==> config.mk <==
export PLATFORM = sky130hd
export DESIGN_NAME = tone_generator
export DESIGN_NICKNAME = d
export VERILOG_FILES = /design/src/rtl/tone_generator.sv
export SDC_FILE = /design/constraint.sdc
export NUM_CORES = 1
export LEC_CHECK = 0
export CORE_MARGIN = 1
export CORE_UTILIZATION = 40
export DETAILED_ROUTE_END_ITERATION = 12
export PLACE_DENSITY = 0.63
export SLEW_MARGIN = 20
export SYNTH_ARGS = -nofsm -noshare
export SYNTH_HDL_FRONTEND = slang
export SYNTH_SLANG_ARGS = --single-unit
export TNS_END_PERCENT = 100
==> constraint.sdc <==
create_clock -name clk -period 7 [get_ports clk]
set_input_delay 1.4 -clock clk [delete_from_list [all_inputs] [get_ports clk]]
set_output_delay 1.4 -clock clk [all_outputs]
set_load 0.01 [all_outputs]
==> src/rtl/tone_generator.sv <==
// Square-wave tone generator: plays do..si over three octaves, with a silent
// articulation gap inserted between consecutive different notes.
module tone_generator #(
  parameter int unsigned CLK_HZ     = 100_000_000,
  parameter int unsigned GAP_CYCLES = 1_000_000
) (
  input  logic       clk,
  input  logic       reset,
  input  logic       enable,
  input  logic [3:0] note_in,
  input  logic [1:0] octave_in,
  output logic       buzzer,
  output logic       active,
  output logic [3:0] note_cur
);

  localparam int CNT_W = 20;
  localparam int GAP_W = (GAP_CYCLES > 1) ? $clog2(GAP_CYCLES) : 1;

  localparam logic [CNT_W-1:0] H_DO = CNT_W'(CLK_HZ / (2 * 262));
  localparam logic [CNT_W-1:0] H_RE = CNT_W'(CLK_HZ / (2 * 294));
  localparam logic [CNT_W-1:0] H_MI = CNT_W'(CLK_HZ / (2 * 330));
  localparam logic [CNT_W-1:0] H_FA = CNT_W'(CLK_HZ / (2 * 349));
  localparam logic [CNT_W-1:0] H_SO = CNT_W'(CLK_HZ / (2 * 392));
  localparam logic [CNT_W-1:0] H_LA = CNT_W'(CLK_HZ / (2 * 440));
  localparam logic [CNT_W-1:0] H_SI = CNT_W'(CLK_HZ / (2 * 494));

  localparam logic [GAP_W-1:0] GAP_LAST = GAP_W'(GAP_CYCLES - 1);

  typedef enum logic [1:0] {S_IDLE, S_PLAY, S_GAP} state_t;

  state_t           state_q, state_d;
  logic [3:0]       note_in_q;
  logic [1:0]       oct_in_q;
  logic             en_q;
  logic [3:0]       note_q, note_d;
  logic [1:0]       oct_q, oct_d;
  logic [CNT_W-1:0] cnt_q, cnt_d;
  logic [GAP_W-1:0] gap_q, gap_d;
  logic             buz_q, buz_d;

  logic [CNT_W-1:0] h_base, h_eff;
  logic [1:0]       oct_norm;
  logic             in_valid, in_changed;

  always_comb begin
    case (note_q)
      4'd2:    h_base = H_RE;
      4'd3:    h_base = H_MI;
      4'd4:    h_base = H_FA;
      4'd5:    h_base = H_SO;
      4'd6:    h_base = H_LA;
      4'd7:    h_base = H_SI;
      default: h_base = H_DO;
    endcase
    case (oct_q)
      2'd0:    h_eff = h_base << 1;
      2'd2:    h_eff = h_base >> 1;
      default: h_eff = h_base;
    endcase
  end

  // Octave 3 is folded onto mid so that 1 <-> 3 is not seen as a change.
  assign oct_norm   = (oct_in_q == 2'd3) ? 2'd1 : oct_in_q;
  assign in_valid   = en_q && (note_in_q != 4'd0) && (note_in_q <= 4'd7);
  assign in_changed = (note_in_q != note_q) || (oct_norm != oct_q);

  always_comb begin
    state_d = state_q;
    note_d  = note_q;
    oct_d   = oct_q;
    cnt_d   = cnt_q;
    gap_d   = gap_q;
    buz_d   = buz_q;
    case (state_q)
      S_IDLE: begin
        buz_d  = 1'b0;
        cnt_d  = '0;
        gap_d  = '0;
        note_d = 4'd0;
        if (in_valid) begin
          state_d = S_PLAY;
          note_d  = note_in_q;
          oct_d   = oct_norm;
        end
      end
      S_PLAY: begin
        if (!in_valid) begin
          state_d = S_IDLE;
          buz_d   = 1'b0;
          cnt_d   = '0;
          note_d  = 4'd0;
        end else if (in_changed) begin
          state_d = S_GAP;
          note_d  = note_in_q;
          oct_d   = oct_norm;
          buz_d   = 1'b0;
          cnt_d   = '0;
          gap_d   = '0;
        end else if (cnt_q == h_eff - 1'b1) begin
          buz_d = ~buz_q;
          cnt_d = '0;
        end else begin
          cnt_d = cnt_q + 1'b1;
        end
      end
      S_GAP: begin
        buz_d = 1'b0;
        if (!in_valid) begin
          state_d = S_IDLE;
          note_d  = 4'd0;
          gap_d   = '0;
        end else begin
          // Re-latch on every cycle; the gap timer keeps running regardless.
          note_d = note_in_q;
          oct_d  = oct_norm;
          if (gap_q == GAP_LAST) begin
            state_d = S_PLAY;
            cnt_d   = '0;
            gap_d   = '0;
          end else begin
            gap_d = gap_q + 1'b1;
          end
        end
      end
      default: state_d = S_IDLE;
    endcase
  end

  always_ff @(posedge clk) begin
    if (!reset) begin
      state_q   <= S_IDLE;
      note_in_q <= 4'd0;
      oct_in_q  <= 2'd0;
      en_q      <= 1'b0;
      note_q    <= 4'd0;
      oct_q     <= 2'd0;
      cnt_q     <= '0;
      gap_q     <= '0;
      buz_q     <= 1'b0;
    end else begin
      state_q   <= state_d;
      note_in_q <= note_in;
      oct_in_q  <= octave_in;
      en_q      <= enable;
      note_q    <= note_d;
      oct_q     <= oct_d;
      cnt_q     <= cnt_d;
      gap_q     <= gap_d;
      buz_q     <= buz_d;
    end
  end

  assign buzzer   = buz_q;
  assign active   = (state_q == S_PLAY);
  assign note_cur = note_q;

endmodule

==> summary.txt, run 1 <==
Outcome
  • Status: finished, final reports clean

Setup path
  • Worst Setup SP: note_cur[2]
  • Destination of the worst register-to-register timing path: cnt_q[16]
  • Category of the most critical setup path: reg2reg
  • Worst path arrival time: 4.17 ns
  • Critical Path Start Type: register
  • Endpoint required time on the critical path: 7.17 ns
  • Slack of the worst reg-to-reg path: 2.99 ns
  • Worst Reg-to-Reg Cells: 11
  • Critical path endpoint: cnt_q[16]
  • Nature of the critical path endpoint: register
  • Reg-to-reg startpoint: note_cur[2]
  • Worst Path Max Fanout: 28

Placement
  • Total half-perimeter wirelength after legalization and detailed placement: 6030 microns
  • Final RePlAce weighted congestion: 0.914
  • Number of buffer cells added on primary ports: 14
  • Placed instance count: 554
  • Cell Area, Placed: 0.00387 sq mm

Pwr
  • Switching share of power: 0.240
  • Peak VDD IR: 0.113 mV
  • Static Leakage: 1.26 nW
  • Power density normalized to cell area: 148 mW/mm^2
  • Part of the total power dissipated in combinational logic: 0.069
  • Psw: 0.000142 W
  • Internal: 0.000450 W
  • Clock power share: 0.381
  • Sequential cell fraction of total power: 0.550

Drt
  • DRC violation count after routing: 0
  • Average wire length per cell after detail routing: 15.1 microns
  • Routed via count: 3197
  • Number of DRC markers after the initial detailed-route iteration: 153
  • Routed Antenna Nets: 0
  • Number of detailed-routing iterations run before antenna repair: 5
  • Detailed-route wire length: 8510 microns
  • Vias per Instance: 5.69

Cells and area
  • Number of nets in the finished design: 462
  • Area taken by multi-input logic gates: 0.00241 sq mm
  • FILL cells: 913
  • Antenna diode instance count: 0
  • Growth of design area from synthesis to finish: 5.34%
  • Area of all sequential standard cells: 0.00112 sq mm
  • Layout cells sized above 1: 0.0865
  • Non-filler cells in the finished layout: 562
  • Layout Cell Area excl Fill: 0.00400 sq mm

Timing
  • RSZ-0062 raised after global routing: no
  • Worst-Margin Slew: 0.958 ns
  • Final setup skew: 0.0123 ns
  • Final Slew Violations: 0
  • Timing-limited maximum frequency: 249 MHz
  • TNS Setup: 0 ns
  • Final hold vios: 0
  • Final Setup Violations: 0
  • Fraction of the cycle the final worst path needs: 0.573
  • Max transition margin: 0.361
  • Time the final worst path needs with I/O delays and setup: 4.01 ns

Logic synthesis
  • Cell with the most instances after synthesis: sky130_fd_sc_hd__dfxtp_1
  • Synthesis warning total: 0
  • Post-synthesis compound-gate area fraction: 0.202
  • Synthesized-area fraction occupied by and/or/nand/nor cells: 0.271
  • Top cell type by total area after synthesis: sky130_fd_sc_hd__dfxtp_1
  • Synth Register Bits: 56
  • Synthesized area per cell: 8.19 sq um
  • Share of Yosys cell area claimed by the top area cell type: 0.296
  • Number of flops mapped to enable cells by yosys: 0
  • Multiplexer fraction of the synthesized cell area: 0.0135
  • Adder and majority cell fraction of the synthesized area: 0.0125
  • Seq/Total Area, Yosys: 0.296
  • Prevailing post-synth register cell: sky130_fd_sc_hd__dfxtp_1
  • Post-Syn Nets: 475
  • Cells after Synth: 463
  • Count of different cell masters after synthesis: 66
  • Synthesized-area fraction occupied by xor and xnor cells: 0.132
  • Combined area of all synthesized cells: 0.00379 sq mm
  • Ranking of synthesized cells by area: sky130_fd_sc_hd__dfxtp_1 (30%), sky130_fd_sc_hd__xnor2_1 (7.6%), sky130_fd_sc_hd__xor2_1 (5.5%)
  • Dominant combinational cell family by area after synthesis: simple AND/OR/NAND/NOR gates
  • Most used standard cells in the synthesized netlist: sky130_fd_sc_hd__dfxtp_1 (56), sky130_fd_sc_hd__nand2_1 (40), sky130_fd_sc_hd__nor2_1 (37)
  • Fraction of registers with async set or reset after synthesis: 0

Clock network
  • # hold bufs at CTS: 0
  • Clock root buffer: sky130_fd_sc_hd__clkbuf_8
  • Setup fix buffers added after clock tree synthesis: 0
  • Post-cts repair resize count: 0
  • Worst-path clk slew: 0.11 ns
  • Number of sinks handled by clock tree synthesis: 56
  • Clock tree from TritonCTS: built
  • H-tree level count: 2
  • Clock insertion delay at the later pin of the skew report: 0.31 ns
  • Number of clock buffers inserted by TritonCTS: 5
  • Clock Tree Buf Depth: 2

GRT
  • Antenna violations before repair: 0
  • Total global routing track utilization: 0.179
  • Via count of the first global-routing pass: 2986
  • Total overflow reported by the global router: 0
  • First-pass GRT wire length: 14300 microns
  • Largest net degree at the start of global routing: 33

Job
  • Count of maximum capacitance violations: 0

Floorplanning
  • Die extent in x: 99.4 microns
  • Height of the die: 99.4 microns
  • Initial Util: 0.413
  • Die area: 0.00988 sq mm
  • I/O pin total: 15
  • Core outline area: 0.00920 sq mm
  • Cell Rows: 35

Min path
  • Hold WC Path Type: reg2reg
registers in the layout, summed over array words and instances, names as in the netlist:
| name | count |
|---|---|
| note_cur | 4 |
| oct_in_q | 2 |
| note_in_q | 4 |
| oct_q | 2 |
| en_q | 1 |
| cnt_q | 20 |
| gap_q | 20 |
| buzzer | 1 |
| state_q | 2 |
per-layer routing:
metal / track usage / part of all wire / routed length [microns]
met1: 0.228 / 0.46 / 3940
met2: 0.313 / 0.49 / 4150
met3: 0.0274 / 0.036 / 302
met4: 0.0532 / 0.013 / 113
met5: 0 / 0 / 0
power groups by stage:
stage               Clock, W  Combinational (W)  Sequential [W]
finish              0.000226          0.0000406        0.000326
detailed placement         0          0.0000404        0.000333
global route        0.000245          0.0000449        0.000327
CTS                 0.000235          0.0000407        0.000326
global placement           0          0.0000403        0.000333
floorplan                  0          0.0000325        0.000330
worst min-delay path by stage:
stage	cells past startpoint	slack [ns]	to	startpoint
final	2	0.52	gap_q[17]	gap_q[17]
after global routing	2	0.54	gap_q[17]	gap_q[17]
after CTS	2	0.52	gap_q[17]	gap_q[17]
after detailed placement	2	0.50	buzzer	buzzer
after global placement	2	0.49	gap_q[17]	gap_q[17]
after floorplan	2	0.47	gap_q[14]	gap_q[14]
layout by cell type, fill, tap and decap left out, drive strengths merged, types with 4 or more instances in the layout:
cell type / netlist / routed
and2: 11 / 11
a21oi: 22 / 22
nand2b: 9 / 9
nand2: 40 / 40
o21ai: 17 / 17
dfxtp: 56 / 56
a31oi: 4 / 4
xor2: 24 / 24
xnor2: 33 / 33
nor4: 6 / 6
o22ai: 5 / 5
nor2: 39 / 39
mux2i: 4 / 4
nor3: 13 / 13
inv: 12 / 14
o31ai: 6 / 6
nand4: 16 / 16
clkbuf: 16 / 5
o211ai: 6 / 6
a211oi: 14 / 14
nor2b: 11 / 11
and3: 14 / 14
nand3: 13 / 13
clkdlybuf4s50: 0 / 14
area by class of cell:
type,count,share of cell area
clock buffers,5,0.0172
clock inverters,3,0.0125
inverters,12,0.0113
multi-input cells,358,0.603
flip-flops and latches,56,0.281
well taps,111,0.0348
repair buffers,17,0.0407
logic make-up after synthesis:
| group | Yosys count |
|---|---|
| muxes | 5 |
| xor gates and xnor gates | 57 |
| AOI/OAI and AO/OA | 100 |
| DFF | 56 |
| adders and majority gates | 4 |
| buffers and inverters | 49 |
| and+or+nand+nor | 192 |
worst max-delay path: stages, from the launching register on:
cell and delay, ns:
sky130_fd_sc_hd__dfxtp_1 0.92, sky130_fd_sc_hd__nand2_1 0.21, sky130_fd_sc_hd__maj3_1 0.40, sky130_fd_sc_hd__o22ai_1 0.22, sky130_fd_sc_hd__ha_1 0.29, sky130_fd_sc_hd__xnor2_1 0.13, sky130_fd_sc_hd__nor2_1 0.09, sky130_fd_sc_hd__o21ai_0 0.08
sky130_fd_sc_hd__a2111oi_1 0.39, sky130_fd_sc_hd__o2111ai_1 0.29, sky130_fd_sc_hd__o211ai_4 0.68, sky130_fd_sc_hd__a211oi_2 0.15
through the flow:
step / worst slack, ns / total power [W] / hold WS (ns) / utilization
6_report: 2.99 / 0.000593 / 0.518 / 0.435
5_1_grt: 2.62 / 0.000616 / 0.541 / 0.435
4_1_cts: 2.76 / 0.000602 / 0.516 / 0.434
3_5_place_dp: 2.80 / 0.000374 / 0.496 / 0.421
3_3_place_gp: 2.91 / 0.000374 / 0.486 / 0.421
2_1_floorplan: 4.05 / 0.000363 / 0.467 / -
Note: power is estimated with default switching activity, not from simulation.
==> inputs of run 2 (changes only) <==
--- a/config.mk
+++ b/config.mk
@@ -8,7 +8,7 @@
 export CORE_MARGIN = 1
 export CORE_UTILIZATION = 40
 export DETAILED_ROUTE_END_ITERATION = 12
-export PLACE_DENSITY = 0.63
+export PLACE_DENSITY = 0.65
 export SLEW_MARGIN = 20
 export SYNTH_ARGS = -nofsm -noshare
 export SYNTH_HDL_FRONTEND = slang
==> constraint.sdc (replaced) <==
create_clock -name clk -period 3.4 [get_ports clk]
set_input_delay 0.68 -clock clk [delete_from_list [all_inputs] [get_ports clk]]
set_output_delay 0.68 -clock clk [all_outputs]
set_load 0.01 [all_outputs]
==> summary.txt, run 2 (synthesized netlist as in run 1, its figures left out) <==
Outcome
  • Status: finished, final reports clean

Clock network
  • Clock tree from TritonCTS: built
  • Setup fix buffers added after clock tree synthesis: 0 (unchanged)
  • Number of sinks handled by clock tree synthesis: 56 (unchanged)
  • Number of clock buffers inserted by TritonCTS: 5 (unchanged)
  • Clock Tree Buf Depth: 2 (unchanged)
  • H-tree level count: 2 (unchanged)
  • Clock root buffer: sky130_fd_sc_hd__clkbuf_8
  • Clock insertion delay at the later pin of the skew report: 0.31 ns (about the same)
  • Worst-path clk slew: 0.10 ns (about the same)

Setup path
  • Destination of the worst register-to-register timing path: cnt_q[5]
  • Worst path arrival time: 3.25 ns (-0.92 ns)
  • Most common cell type on the critical path: sky130_fd_sc_hd__o21ai_0
  • Largest incremental delay on the critical path: 0.45 ns (-0.47 ns)
  • Cell type of the slowest stage on the worst timing path: sky130_fd_sc_hd__dfxtp_1
  • Worst Reg-to-Reg Cells: 14 (+3)
  • Crit path cell chain: buf_4, nand2b_1, o22ai_1, o21ai_0, a21oi_1, ha_1, xnor2_1, nor2_1, o21ai_0, a2111oi_1, o2111ai_1, o211ai_2, buf_6, a211oi_2
  • Reg-to-reg startpoint: oct_q[0]
  • Category of the most critical setup path: reg2reg
  • Critical Path Start Type: register
  • Endpoint required time on the critical path: 3.55 ns (-3.62 ns)
  • Worst Path Max Fanout: 20 (-29%)
  • Slack of the worst reg-to-reg path: 0.30 ns (-2.69 ns)
  • Nature of the critical path endpoint: register

GRT
  • Via count of the first global-routing pass: 3069 (+2.8%)
  • Largest net degree at the start of global routing: 28 (-15%)
  • Met3 global-route usage: 0.0295 (+0.00211)
  • GR Util met2: 0.294 (-0.0182)
  • First-pass GRT wire length: 14400 microns (+0.77%)
  • Total overflow reported by the global router: 0 (unchanged)
  • Total global routing track utilization: 0.179 (-0.000384)
  • Gr busiest metal: met2
  • Met1 track demand over resource: 0.233 (+0.00470)
  • Antenna violations before repair: 0 (unchanged)

Timing
  • Final Setup Violations: 0 (unchanged)
  • Final Slew Violations: 0 (unchanged)
  • RSZ-0062 raised after global routing: no
  • Timing-limited maximum frequency: 322 MHz (+29%)
  • Final hold vios: 0 (unchanged)
  • Time the final worst path needs with I/O delays and setup: 3.10 ns (-0.907 ns)
  • Hold slack: 0.508 ns (-0.00972 ns)
  • Worst-Margin Slew: 0.960 ns (+0.00252 ns)
  • TNS Setup: 0 ns (unchanged)
  • Max transition margin: 0.359 (-0.00169)
  • Fraction of the cycle the final worst path needs: 0.912 (+0.339)
  • Final setup skew: 0.0143 ns (+0.00205 ns)

Pwr
  • Static Leakage: 1.33 nW (+4.9%)
  • Power density normalized to cell area: 278 mW/mm^2 (+88%)
  • Peak VDD IR: 0.152 mV (+35%)

Drt
  • Routed Antenna Nets: 0 (unchanged)
  • Number of DRC markers after the initial detailed-route iteration: 135 (-12%)
  • DRC violation count after routing: 0 (unchanged)
  • Vias per Instance: 5.72 (+0.52%)
  • Detailed-route wire length: 8460 microns (-0.52%)
  • Average wire length per cell after detail routing: 14.7 microns (-2.8%)
  • Number of detailed-routing iterations run before antenna repair: 4 (-1)
  • Routed via count: 3288 (+2.8%)

Placement
  • Total half-perimeter wirelength after legalization and detailed placement: 6120 microns (+1.6%)
  • Final RePlAce weighted congestion: 0.925 (+1.2%)
  • Number of buffer cells added on primary ports: 14 (unchanged)

Job
  • Count of maximum capacitance violations: 0 (unchanged)

Min path
  • Hold path depth: 2 (unchanged)
  • Hold path start: buzzer
  • Worst Hold Endpoint: buzzer
  • Hold WC Path Type: reg2reg

Cells and area
  • Layout cells sized above 1: 0.112 (+0.0256)
  • Growth of design area from synthesis to finish: 7.35%
  • Area of all sequential standard cells: 0.00112 sq mm (unchanged)
  • Leading cell types in the layout, fill and taps excluded: sky130_fd_sc_hd__dfxtp_1 (56), sky130_fd_sc_hd__nand2_1 (40), sky130_fd_sc_hd__nor2_1 (37), sky130_fd_sc_hd__xnor2_1 (33), sky130_fd_sc_hd__xor2_1 (24)
  • Largest registers in the final layout: cnt_q (20), gap_q (20)
  • Antenna diode instance count: 0 (unchanged)
  • Area taken by multi-input logic gates: 0.00240 sq mm (-0.36%)
  • FILL cells: 916 (+0.33%)
  • Most common cell after layout, fill and taps aside: sky130_fd_sc_hd__dfxtp_1
  • Number of nets in the finished design: 475 (+2.8%)

Floorplanning
  • Cell Rows: 35 (unchanged)
  • I/O pin total: 15 (unchanged)
  • Die area: 0.00988 sq mm (unchanged)
  • Core outline area: 0.00920 sq mm (unchanged)
  • Initial Util: 0.413 (unchanged)
  • Die extent in x: 99.4 microns (unchanged)
  • Height of the die: 99.4 microns (unchanged)
==> run 2: repair_timing <==
| action | CTS | global route |
|---|---|---|
| endpoints found under the setup margin | 0 | 2 |
| hold buffers | 0 | 0 |
| resized for setup | 0 | 1 |
==> run 2: worst max path at each step <==
stage | from | end | slack, ns | depth (start not counted)
2_1_floorplan | note_cur[2] | cnt_q[10] | 0.45 | 14
3_3_place_gp | note_cur[0] | cnt_q[17] | 0.33 | 13
3_5_place_dp | oct_q[0] | cnt_q[17] | 0.29 | 12
4_1_cts | note_cur[0] | cnt_q[8] | 0.27 | 13
5_1_grt | oct_q[0] | cnt_q[8] | 0.06 | 14
6_report | oct_q[0] | cnt_q[5] | 0.30 | 14
==> run 2: report_power, final <==
group	switching, W	internal (W)	total (W)
Combinational	0.0000488	0.0000424	0.0000912
Clock	0.000226	0.000147	0.000373
Sequential	0.00000653	0.000662	0.000668
Total	0.000281	0.000851	0.00113
==> run 2: layout make-up <==
cell class              count  area share
inverters                  12      0.0111
multi-input cells         358       0.590
well taps                 111      0.0341
clock inverters             3     0.00522
repair buffers             30      0.0679
clock buffers               5      0.0169
flip-flops and latches     56       0.275
==> run 2: routing by layer <==
metal | up-vias | routed length [microns]
met1 | 1542 | 3890
met2 | 79 | 3930
met4 | 0 | 248
met3 | 21 | 392
li1 | 1646 | -
met5 | - | 0
==> run 2: worst max-delay path, delay by kind of cell (launching register included) <==
family / cells / cell delay [ns]
AO/OA/AOI/OAI: 8 / 1.36
flip-flops: 1 / 0.45
buffers and inverters: 2 / 0.43
adder cells (fa/ha/maj): 1 / 0.31
AND/OR/NAND/NOR: 2 / 0.28
XOR/XNOR: 1 / 0.12
==> run 2: per-stage QoR <==
step,total power (W),worst slack [ns],instance area [sq um],utilization,instances
after global placement,0.000774,0.327,3980,0.433,567
final,0.00113,0.299,4070,0.443,575
after floorplan,0.000747,0.447,3790,-,463
after global routing,0.00118,0.0610,4070,0.443,575
after CTS,0.00115,0.270,4070,0.442,575
after detailed placement,0.000774,0.291,3980,0.433,567
